$ cat config.mk
export PLATFORM = sky130hd
export DESIGN_NAME = riscv_mem_stage_flat
export DESIGN_NICKNAME = d
export VERILOG_FILES = /design/src/rtl/riscv_mem_stage_if.sv /design/src/rtl/riscv_mem_stage.sv /design/src/flat_wrapper.sv
export SDC_FILE = /design/constraint.sdc
export NUM_CORES = 1
export LEC_CHECK = 0
export ABC_AREA = 0
export BUFFER_PORTS_ARGS = -buffer_cell sky130_fd_sc_hd__buf_2
export CORE_AREA = 2 2 154 156
export DETAILED_ROUTE_END_ITERATION = 10
export DIE_AREA = 0 0 156 158
export PLACE_DENSITY = 0.62
export SETUP_SLACK_MARGIN = 0.05
export SLEW_MARGIN = 20
export SYNTH_ARGS = -nofsm -noshare
export SYNTH_HDL_FRONTEND = slang
export SYNTH_SLANG_ARGS = --single-unit
$ cat constraint.sdc
create_clock -name clk -period 4.4 [get_ports clk]
set_input_delay 0.22 -clock clk [delete_from_list [all_inputs] [get_ports clk]]
set_output_delay 0.22 -clock clk [all_outputs]
set_load 0.02 [all_outputs]
$ cat src/rtl/riscv_mem_stage_if.sv
// rtl/riscv_mem_stage_if.sv - data-memory request bus between the memory stage and the memory system
interface riscv_mem_stage_if #(
  parameter int XLEN = 32
);
  logic              dmem_req;
  logic              dmem_we;
  logic [XLEN-1:0]   dmem_adr;
  logic [1:0]        dmem_size;
  logic [XLEN/8-1:0] dmem_be;
  logic [XLEN-1:0]   dmem_d;
  logic              dmem_ack;

  modport master (
    output dmem_req, dmem_we, dmem_adr, dmem_size, dmem_be, dmem_d,
    input  dmem_ack
  );

  modport slave (
    input  dmem_req, dmem_we, dmem_adr, dmem_size, dmem_be, dmem_d,
    output dmem_ack
  );
endinterface

$ cat src/rtl/riscv_mem_stage.sv
// rtl/riscv_mem_stage.sv - memory-access pipeline stage: registers execute results and issues
// one lane-aligned data-memory request per load/store, held until acknowledged
module riscv_mem_stage #(
  parameter int              XLEN           = 32,
  parameter logic [XLEN-1:0] PC_INIT        = 'h200,
  parameter int              ILEN           = 32,
  parameter int              EXCEPTION_SIZE = 16
) (
  input  logic                      clk,
  input  logic                      rst,
  input  logic                      wb_stall,
  output logic                      mem_stall,
  input  logic                      ex_flush,
  input  logic [XLEN-1:0]           ex_pc,
  input  logic [ILEN-1:0]           ex_instr,
  input  logic                      ex_bubble,
  input  logic [EXCEPTION_SIZE-1:0] ex_exception,
  input  logic [XLEN-1:0]           ex_r,
  input  logic [XLEN-1:0]           ex_memadr,
  input  logic [XLEN-1:0]           ex_wdata,
  output logic [XLEN-1:0]           mem_pc,
  output logic [ILEN-1:0]           mem_instr,
  output logic                      mem_bubble,
  output logic [EXCEPTION_SIZE-1:0] mem_exception,
  output logic [XLEN-1:0]           mem_r,
  output logic [XLEN-1:0]           mem_memadr,
  riscv_mem_stage_if.master         dmem
);
  localparam int             BW        = XLEN / 8;
  localparam int             AW        = (XLEN == 64) ? 3 : 2;
  localparam logic [ILEN-1:0] INSTR_NOP = ILEN'(32'h0000_0013);
  localparam logic [4:0]     OPC_LOAD  = 5'b00000;
  localparam logic [4:0]     OPC_STORE = 5'b01000;

  typedef enum logic {IDLE, BUSY} state_t;

  state_t          state, state_next;
  logic            cap, kill, is_store, cap_mem, load_req, clr_req;
  logic [4:0]      opc;
  logic [AW-1:0]   lane;
  logic [BW-1:0]   new_be;
  logic [XLEN-1:0] new_d;
  logic            req_we;
  logic [XLEN-1:0] req_adr;
  logic [1:0]      req_size;
  logic [BW-1:0]   req_be;
  logic [XLEN-1:0] req_d;

  assign mem_stall = wb_stall;
  assign cap       = !wb_stall;
  assign kill      = ex_flush | ex_bubble;
  assign opc       = ex_instr[6:2];
  assign is_store  = (opc == OPC_STORE);
  assign cap_mem   = cap && !kill && (ex_exception == '0) && ((opc == OPC_LOAD) || is_store);
  assign lane      = ex_memadr[AW-1:0];

  // Store data is replicated across every lane so the memory only needs the byte enables.
  always_comb begin
    new_be = '0;
    new_d  = '0;
    unique case (ex_instr[13:12])
      2'd0: begin
        new_be = BW'(1) << lane;
        new_d  = {BW{ex_wdata[7:0]}};
      end
      2'd1: begin
        new_be = BW'(3) << lane;
        new_d  = {(XLEN/16){ex_wdata[15:0]}};
      end
      2'd2: begin
        new_be = BW'(15) << lane;
        new_d  = {(XLEN/32){ex_wdata[31:0]}};
      end
      default: begin
        if (XLEN == 64) begin
          new_be = '1;
          new_d  = ex_wdata;
        end else begin
          new_be = BW'(15) << lane;
          new_d  = {(XLEN/32){ex_wdata[31:0]}};
        end
      end
    endcase
    if (!is_store) new_d = '0;
  end

  always_ff @(posedge clk) begin
    if (rst) state <= IDLE;
    else     state <= state_next;
  end

  always_comb begin
    state_next = state;
    load_req   = 1'b0;
    clr_req    = 1'b0;
    unique case (state)
      IDLE: begin
        if (cap_mem) begin
          load_req   = 1'b1;
          state_next = BUSY;
        end
      end
      BUSY: begin
        if (dmem.dmem_ack) begin
          if (cap_mem) begin
            load_req = 1'b1;
          end else begin
            clr_req    = 1'b1;
            state_next = IDLE;
          end
        end
      end
      default: state_next = IDLE;
    endcase
  end

  always_ff @(posedge clk) begin
    if (rst) begin
      req_we   <= 1'b0;
      req_adr  <= '0;
      req_size <= 2'd0;
      req_be   <= '0;
      req_d    <= '0;
    end else if (load_req) begin
      req_we   <= is_store;
      req_adr  <= ex_memadr;
      req_size <= ex_instr[13:12];
      req_be   <= new_be;
      req_d    <= new_d;
    end else if (clr_req) begin
      req_we   <= 1'b0;
      req_size <= 2'd0;
      req_be   <= '0;
    end
  end

  always_ff @(posedge clk) begin
    if (rst) begin
      mem_pc        <= PC_INIT;
      mem_instr     <= INSTR_NOP;
      mem_bubble    <= 1'b1;
      mem_exception <= '0;
      mem_r         <= '0;
      mem_memadr    <= '0;
    end else if (cap) begin
      mem_pc     <= ex_pc;
      mem_r      <= ex_r;
      mem_memadr <= ex_memadr;
      if (kill) begin
        mem_bubble    <= 1'b1;
        mem_instr     <= INSTR_NOP;
        mem_exception <= '0;
      end else begin
        mem_bubble    <= 1'b0;
        mem_instr     <= ex_instr;
        mem_exception <= ex_exception;
      end
    end
  end

  assign dmem.dmem_req  = (state == BUSY);
  assign dmem.dmem_we   = req_we;
  assign dmem.dmem_adr  = req_adr;
  assign dmem.dmem_size = req_size;
  assign dmem.dmem_be   = req_be;
  assign dmem.dmem_d    = req_d;
endmodule
$ cat src/flat_wrapper.sv
// flat-port wrapper written by rule: the top's interface ports become plain ports
module riscv_mem_stage_flat 
#(
  parameter int              XLEN           = 32,
  parameter logic [XLEN-1:0] PC_INIT        = 'h200,
  parameter int              ILEN           = 32,
  parameter int              EXCEPTION_SIZE = 16
)
  (clk, rst, wb_stall, mem_stall, ex_flush, ex_pc, ex_instr, ex_bubble, ex_exception, ex_r, ex_memadr, ex_wdata, mem_pc, mem_instr, mem_bubble, mem_exception, mem_r, mem_memadr, dmem_dmem_req, dmem_dmem_we, dmem_dmem_adr, dmem_dmem_size, dmem_dmem_be, dmem_dmem_d, dmem_dmem_ack);
  riscv_mem_stage_if #(.XLEN(XLEN)) dmem_i ();
  input  logic clk;
  input  logic rst;
  input  logic wb_stall;
  output logic mem_stall;
  input  logic ex_flush;
  input  logic [XLEN-1:0] ex_pc;
  input  logic [ILEN-1:0] ex_instr;
  input  logic ex_bubble;
  input  logic [EXCEPTION_SIZE-1:0] ex_exception;
  input  logic [XLEN-1:0] ex_r;
  input  logic [XLEN-1:0] ex_memadr;
  input  logic [XLEN-1:0] ex_wdata;
  output logic [XLEN-1:0] mem_pc;
  output logic [ILEN-1:0] mem_instr;
  output logic mem_bubble;
  output logic [EXCEPTION_SIZE-1:0] mem_exception;
  output logic [XLEN-1:0] mem_r;
  output logic [XLEN-1:0] mem_memadr;
  output wire logic [$bits(dmem_i.dmem_req)-1:0] dmem_dmem_req;
  output wire logic [$bits(dmem_i.dmem_we)-1:0] dmem_dmem_we;
  output wire logic [$bits(dmem_i.dmem_adr)-1:0] dmem_dmem_adr;
  output wire logic [$bits(dmem_i.dmem_size)-1:0] dmem_dmem_size;
  output wire logic [$bits(dmem_i.dmem_be)-1:0] dmem_dmem_be;
  output wire logic [$bits(dmem_i.dmem_d)-1:0] dmem_dmem_d;
  input wire logic [$bits(dmem_i.dmem_ack)-1:0] dmem_dmem_ack;
  assign dmem_dmem_req = dmem_i.dmem_req;
  assign dmem_dmem_we = dmem_i.dmem_we;
  assign dmem_dmem_adr = dmem_i.dmem_adr;
  assign dmem_dmem_size = dmem_i.dmem_size;
  assign dmem_dmem_be = dmem_i.dmem_be;
  assign dmem_dmem_d = dmem_i.dmem_d;
  assign dmem_i.dmem_ack = dmem_dmem_ack;
  riscv_mem_stage #(.XLEN(XLEN), .PC_INIT(PC_INIT), .ILEN(ILEN), .EXCEPTION_SIZE(EXCEPTION_SIZE)) u_core (.clk(clk), .rst(rst), .wb_stall(wb_stall), .mem_stall(mem_stall), .ex_flush(ex_flush), .ex_pc(ex_pc), .ex_instr(ex_instr), .ex_bubble(ex_bubble), .ex_exception(ex_exception), .ex_r(ex_r), .ex_memadr(ex_memadr), .ex_wdata(ex_wdata), .mem_pc(mem_pc), .mem_instr(mem_instr), .mem_bubble(mem_bubble), .mem_exception(mem_exception), .mem_r(mem_r), .mem_memadr(mem_memadr), .dmem(dmem_i));
endmodule
; Yosys cells after proc, flatten, opt, wreduce, memory -nomap -nowiden
; Cells that the tools add are included.
[totals]
input_bits = 182
out_inout_bits = 218
register_bits = 217
wordCells = 49
[op_classes]
bitwise = 2
muxes = 20
eq_ne = 2
reduce_logical = 10
n_shift = 3
[ops]
columns = cell, n
row1 = 32-bit two-way mux, 2
row2 = 32-bit case mux with 2 select lines, 1
row3 = 16-bit logical NOT, 1
row4 = 16-bit two-way mux, 1
row5 = 1-bit two-way mux, 9
row6 = 4-bit two-way mux, 2
row7 = 4-bit case mux with 2 select lines, 1
row8 = "5-bit by 4-bit equality test with 1-bit output, second input constant", 1
row9 = 5-bit logical NOT, 1
row10 = 2-bit two-way mux, 2
row11 = 1-bit case mux with 2 select lines, 2
row12 = "1-bit by 2-bit left shift with 4-bit output, first input constant", 1
row13 = "2-bit by 2-bit left shift with 4-bit output, first input constant", 1
row14 = "4-bit by 2-bit left shift with 4-bit output, first input constant", 1
row15 = 1-bit logical AND, 3
row16 = "2-bit by 1-bit equality test with 1-bit output, second input constant", 1
row17 = 1-bit logical NOT, 2
row18 = 2-bit logical NOT, 1
row19 = 2-bit nonzero test, 1
row20 = 1-bit logical OR, 1
row21 = 1-bit inverter, 1
row22 = 1-bit OR, 1

; Longest topological paths before layout
; Gate-level depths: netlist of run 1.
[depth]
depth_word = 10
ltp_mapped = 8
mapped_depth_nobuf = 4

; Worst setup path before layout of run 1
; No wires, ideal clock.
[synth_path]
kind = input to register
start = in wb_stall
end = reg u_core.req_d[24] (netlist: u_core.dmem.dmem_d[24])
slack_ns = 2.744
n_path_buf = 4
arrival_ns = 1.539
setup_ns = 0.117
path_stages = 8
required_ns = 4.283
cell_sequence = buf_4 nor3_4 buf_4 and4_1 buf_4 a21oi_2 buf_2 a22o_1
[synth_between]
elab_chain_cells = 7
[synth_rtl]
columns = element, line_no
row1 = start: declaration, flat_wrapper.sv:13  ; input logic wb_stall;
row2 = 1-bit logical NOT (*), riscv_mem_stage.sv:50  ; assign cap = !wb_stall;
row3 = 1-bit logical AND (*) (3 in series), riscv_mem_stage.sv:54  ; assign cap_mem = cap && !kill && (ex_exception == '0) && ((opc == OPC_LOAD) || is_store);
row4 = 1-bit two-way mux (*), "riscv_mem_stage.sv:98, riscv_mem_stage.sv:105"
row5 = 1-bit two-way mux, riscv_mem_stage.sv:104  ; if (dmem.dmem_ack) begin
row6 = 1-bit case mux with 2 select lines (*), riscv_mem_stage.sv:96  ; unique case (state)
row7 = end signal: assignment, riscv_mem_stage.sv:129  ; req_d <= new_d;
row8 = end: declaration, riscv_mem_stage.sv:47  ; logic [XLEN-1:0] req_d;
; Mark *: on every way between the ends. The rest lies on a longest branch, timed or not.
; A chain may end at the register's enable or synchronous reset.

; Worst setup path after layout of run 1
[layout_path]
start = in ex_exception[11]
end = reg u_core.req_d[10] (netlist: u_core.dmem.dmem_d[10])
[layout_between]
elab_chain_cells = 6
[layout_rtl]
columns = element, line_no
row1 = start: declaration, flat_wrapper.sv:19  ; input logic [EXCEPTION_SIZE-1:0] ex_exception;
row2 = 16-bit logical NOT (*), riscv_mem_stage.sv:54
row3 = 1-bit logical AND (*) (2 in series), riscv_mem_stage.sv:54
row4 = 1-bit two-way mux (*), "riscv_mem_stage.sv:98, riscv_mem_stage.sv:105"
row5 = 1-bit two-way mux, riscv_mem_stage.sv:104
row6 = 1-bit case mux with 2 select lines (*), riscv_mem_stage.sv:96
; Marks and branches as above.

==> results of run 1 <==
report_power, final:
group	internal [mW]	switching [mW]	leakage [nW]
registers	2.03	0.0317	1.77
logic	0.265	0.303	3.80
clock network	1.16	0.774	0.380
cells in the final DEF, fill, tap and decap left out, types with 9 or more instances in the layout:
master | synthesis | layout
buf_2 | 14 | 397
dfxtp_1 | 217 | 217
nor2_1 | 142 | 142
dlygate4sd3_1 | 0 | 142
mux2i_1 | 119 | 119
a22oi_1 | 45 | 45
o21ai_0 | 41 | 41
a21oi_1 | 35 | 35
nand3_1 | 32 | 32
clkbuf_16 | 0 | 23
a22o_1 | 21 | 21
o2bb2ai_2 | 10 | 10
nand2_1 | 9 | 9
worst max-delay path by stage:
stage / endpoint / startpoint / slack, ps
finish: u_core.dmem.dmem_d[10]$_SDFFE_PP0P_ / ex_exception[11] / 1820
global route: u_core.dmem.dmem_d[10]$_SDFFE_PP0P_ / ex_exception[11] / 1620
CTS: u_core.dmem.dmem_d[11]$_SDFFE_PP0P_ / ex_exception[11] / 1770
detailed placement: u_core.dmem.dmem_d[9]$_SDFFE_PP0P_ / wb_stall / 1690
global placement: u_core.dmem.dmem_d[10]$_SDFFE_PP0P_ / wb_stall / 1750
floorplan: u_core.dmem.dmem_d[24]$_SDFFE_PP0P_ / wb_stall / 2740
metrics by stage:
| stage | power (mW) | cells | hold WS [ps] |
|---|---|---|---|
| after floorplan | 2.360 | 784 | 352.7 |
| after global placement | 2.561 | 1413 | 444.5 |
| after detailed placement | 2.566 | 1413 | 448.2 |
| after CTS | 4.613 | 1596 | 1.788 |
| after global routing | 4.745 | 1596 | 11.07 |
| final | 4.562 | 1598 | 22.46 |
synth_stat cells, types with 4 or more instances:
library cell and number:
a21oi_1 35, a22o_1 21, a22oi_1 45, buf_1 6, buf_2 14, buf_4 4, clkbuf_1 42, dfxtp_1 217
mux2i_1 119, nand2_1 9, nand2b_1 5, nand3_1 32, nor2_1 142, nor3_1 4, o21ai_0 41, o2bb2ai_1 6
o2bb2ai_2 10
cells by family after synthesis:
family	after synthesis	share of synthesized area, %
AOI/OAI and AO/OA	169	14.92
buffers and inverters	70	3.776
DFF	217	54.17
muxes	119	14.85
and+or+nand+nor	209	12.28
what timing repair did:
action                                 4_1_cts  5_1_grt
endpoints found under the hold margin      172        0
gates resized for setup                      0        0
hold buffers                               142        0
sequential cells by signal (all words and copies together), names as in the netlist:
register / flops
u_core.mem_r: 32
u_core.dmem.dmem_adr: 32
u_core.dmem.dmem_size: 2
u_core.mem_exception: 16
u_core.dmem.dmem_d: 32
u_core.dmem.dmem_be: 4
u_core.mem_instr: 32
u_core.mem_memadr: 32
u_core.mem_bubble: 1
u_core.dmem.dmem_req: 1
u_core.mem_pc: 32
u_core.dmem.dmem_we: 1
metal layers:
layer / wire [µm] / GRT usage [%] / up-vias
met4: 655 / 6.597 / 0
met3: 2091 / 5.256 / 46
met5: 0 / 0 / -
met2: 13680 / 37.17 / 322
met1: 11180 / 25.26 / 3627
li1: - / - / 3783
area by class of cell:
type / count / area (µm²) / area share [%]
multi-input cells: 497 / 3379 / 27.39
diodes: 2 / 5.005 / 0.04056
well taps: 290 / 362.8 / 2.940
clock buffers: 32 / 659.4 / 5.343
inverters: 3 / 11.26 / 0.09125
repair buffers: 548 / 3483 / 28.23
flip-flops and latches: 217 / 4344 / 35.20
clock inverters: 9 / 95.09 / 0.7706
worst reg2reg max path, stage by stage (launching register included):
cell       delay, ps
dfxtp_1          340
nand2b_1         130
nand3_2           70
buf_4            270
or3_1            730
o2bb2ai_1        280
==> metrics.yaml, run 1 <==
status: "completed"
crit_chain: "dlygate4sd3_1 > buf_2 > nor4_2 > nand3_2 > buf_4 > or3_1 > o2bb2ai_1"
num_vias: 7778
synthCells: 784
fin_ws_ps: 1816
avgSynthCellArea_um2: 10.23
slew_headroom_pct: 25.67
coreArea_um2: 23050
cp-end-kind: "register"
post_cts_buffers: 0
ys_top_cells_by_area: "dfxtp_1, mux2i_1, nor2_1"
antenna_found_initial: 2
p_leak_nw: 5.948
r2r_cells: 5
design_area_um2: 12340
power_density_nw_per_um2: 369.7
grt_pass1_wl_um: 41440
start_util_pct: 34.79
ant_nets: 0
overflow: 0
numPortBuffers: 399
cap_violations: 0
dieArea_um2: 24650
hold_viol: 0
max-clock-path-buffers: 3
pre_cts_ws_ps: 1695
path_buf_inv: 3
synth_cell_types: 39
ys_warn_count: 0
cts_tree: "done"
crit_family: "simple AND/OR/NAND/NOR gates"
rsz0062_at_grt: "no"
synthArstFlopShare_pct: 0
tightest_slew_ps: 1115
post_drt_via_cell_ratio: 4.867
period_share_pct: 58.73
min_path_type: "in2reg"
netlist.area_leader.share_pct: 54.17
drive_above_1_share_pct: 35.53
synth-seq-cells: 217
hold_path_depth: 3
cts.sinks: 217
ys_seq_area_share_pct: 54.17
clk_latency_ps: 500
synth_ff_type: "dfxtp_1"
setup_violations: 0
rows: 56
hold_start: "ex_instr[9]"
final_core_util_pct: 53.53
num-fill-cells: 2055
nets: 1472
synth_area_um2: 8019
synth_edf_count: 0
fin_worst_skew_ps: 4.145
r2r_slack_ps: 2500
areaGrowthSynthToFinish_pct: 53.89
worstPathArrival_ps: 3000
wire_per_inst_um: 17.27
dp.final_hpwl_um: 18250
path_depth: 7
drt-initial-drc-count: 513
max_clock_freq_mhz: 387.0
max_stage_delay_ps: 720
ir_worst_vdd_uv: 172.7
gp_congestion: 0.8132
cts_root_buffer: "clkbuf_16"
critical_path_class: "in2reg"
reg2reg_to: "u_core.dmem.dmem_d[10]$_SDFFE_PP0P_"
die_w_um: 156
crit_slowest_cell: "or3_1"
critPathRequiredTime_ps: 4820
slew_violations: 0
cts.clk_slew.worst_paths_ps: 60
drt-pass1-iter-count: 5
critPathMaxFanout: 36
syn_nets: 966
remaining_drc_errors: 0
first_global_vias: 7625
pin_count: 400
grt_max_degree: 100
cts_made_buffers: 23
grt_usage_pct: 21.07
r2r_start: "u_core.dmem.dmem_req$_SDFF_PP0_"
setup-tns-final_ps: 0
die_y_um: 158
start_kind: "input pin"
finalWirelength_um: 27600
whs_endpoint: "u_core.mem_instr[9]$_SDFFE_PP0N_"
dpl_cell_area_um2: 10160
htree_levels: 1
yosys.area.top_type: "dfxtp_1"
min_period_ps: 2584
(Power assumes the default switching activity.)
==> run 2: changes to the inputs <==
- clock period: 4.4 -> 2.6 ns (I/O delays scaled with it)
==> run 2 against run 1 <==
Non-clock buffer count grew 40. Worst hold slack worse by 4.6 ps. Critical path depth decreased by 1. Largest power group unchanged.
==> metrics.yaml, run 2 (synthesized netlist as in run 1, its figures left out) <==
status: "completed"
drive_above_1_share_pct: 34.72
overflow: 0
cp-end-kind: "register"
rows: 56
numPortBuffers: 399
hold_start: "rst"
setup_violations: 0
cts.clk_slew.worst_paths_ps: 60
critPathRequiredTime_ps: 3030
r2r_slack_ps: 670
grt_usage_pct: 22.36
final_common_cell: "buf_2"
drt-initial-drc-count: 463
areaGrowthSynthToFinish_pct: 59.03
cts.repair.resized: 0
clk_latency_ps: 510
remaining_drc_errors: 0
max-clock-path-buffers: 3
antenna_found_initial: 1
finalWirelength_um: 29400
hold_viol: 0
dpl_cell_area_um2: 10200
cts.sinks: 217
slew_headroom_pct: 26.31
p_leak_nw: 6.116
critical_path_class: "in2reg"
min_period_ps: 2147
design_area_um2: 12750
dieArea_um2: 24650
first_global_vias: 7992
cts_tree: "done"
tightest_slew_ps: 1103
dp.final_hpwl_um: 18860
max_clock_freq_mhz: 465.7
min_path_type: "in2reg"
gp_congestion: 0.7691
die_y_um: 158
rsz0062_at_grt: "no"
cts_made_buffers: 24
total_power_mw: 7.912
wire_per_inst_um: 17.97
r2r_start: "u_core.dmem.dmem_req$_SDFF_PP0_"
instances_no_fill: 1636
dp.cells: 1419
nets: 1513
layout_common_cells: "buf_2, dfxtp_1, dlygate4sd3_1, nor2_1, mux2i_1"
pin_count: 400
power_density_nw_per_um2: 620.4
period_share_pct: 82.58
worstPathArrival_ps: 2570
grt_max_degree: 76
cts_root_buffer: "clkbuf_16"
ir_worst_vdd_uv: 464.9
startpoint: "ex_exception[11]"
grt_pass1_wl_um: 43790
cap_violations: 0
drt-pass1-iter-count: 5
ant_nets: 0
start_util_pct: 34.79
fin_worst_skew_ps: 6.872
start_kind: "input pin"
htree_levels: 1
slew_violations: 0
critPathMaxFanout: 16
num_vias: 8067
die_w_um: 156
coreArea_um2: 23050
setup-tns-final_ps: 0
post_drt_via_cell_ratio: 4.931
==> run 2: changes by cell type in the layout (fill, tap and decap cells not counted), sizes merged <==
cell,delta
clkinvlp,+2
diode,-1
dlygate4sd3,+34
clkbuf,+3
buf,+6
clkinv,-6
==> run 2: layout make-up <==
class / instances / area [µm²]
Tap cell: 290 / 362.8
Antenna cell: 1 / 2.502
Multi-Input combinational cell: 497 / 3379
Clock buffer: 35 / 703.2
Timing Repair Buffer: 588 / 3869
Inverter: 3 / 11.26
Fill cell: 2000 / 10300
Clock inverter: 5 / 80.08
Sequential cell: 217 / 4344
==> run 2: metal layers <==
metal	track usage, %	part of all wire, %	vias up
li1	-	-	3874
met5	0	0	-
met2	39.95	49	358
met4	7.951	3.4	0
met1	26.43	40	3763
met3	4.927	7.3	72
==> run 2: worst max-delay path: stages <==
cell	delay, ps
dlygate4sd3_1	530
buf_2	140
nor4_2	600
nand3_2	170
or3_1	720
o2bb2ai_1	270
==> run 2: power by group <==
| group | internal [mW] | switching (mW) |
|---|---|---|
| Sequential | 3.43 | 0.0531 |
| Clock | 2.06 | 1.35 |
| Combinational | 0.485 | 0.536 |
==> run 2: what timing repair did <==
action | CTS | global route
endpoints found under the hold margin | 207 | 0
setup buffers | 0 | 0
hold buffers | 176 | 0
==> run 2: path summary, 6_finish.rpt <==
| kind | to | depth (start not counted) |
|---|---|---|
| setup / recovery | u_core.dmem.dmem_d[9]$_SDFFE_PP0P_ | 6 |
| hold / removal | u_core.mem_instr[28]$_SDFFE_PP0N_ | 2 |
| setup reg to reg | u_core.dmem.dmem_d[24]$_SDFFE_PP0P_ | 4 |
| hold reg to reg | u_core.dmem.dmem_d[12]$_SDFFE_PP0P_ | 1 |
==> run 2: metrics by stage <==
stage | setup slack [ps] | hold WS [ps] | utilization [%]
final | 452.9 | 17.89 | 55.32
after global routing | 300.0 | 38.33 | 55.31
after CTS | 464.6 | 9.461 | 55.31
after detailed placement | 484.2 | 363.7 | 44.27
after global placement | 538.3 | 357.3 | 44.27
after floorplan | 1034 | 262.7 | -
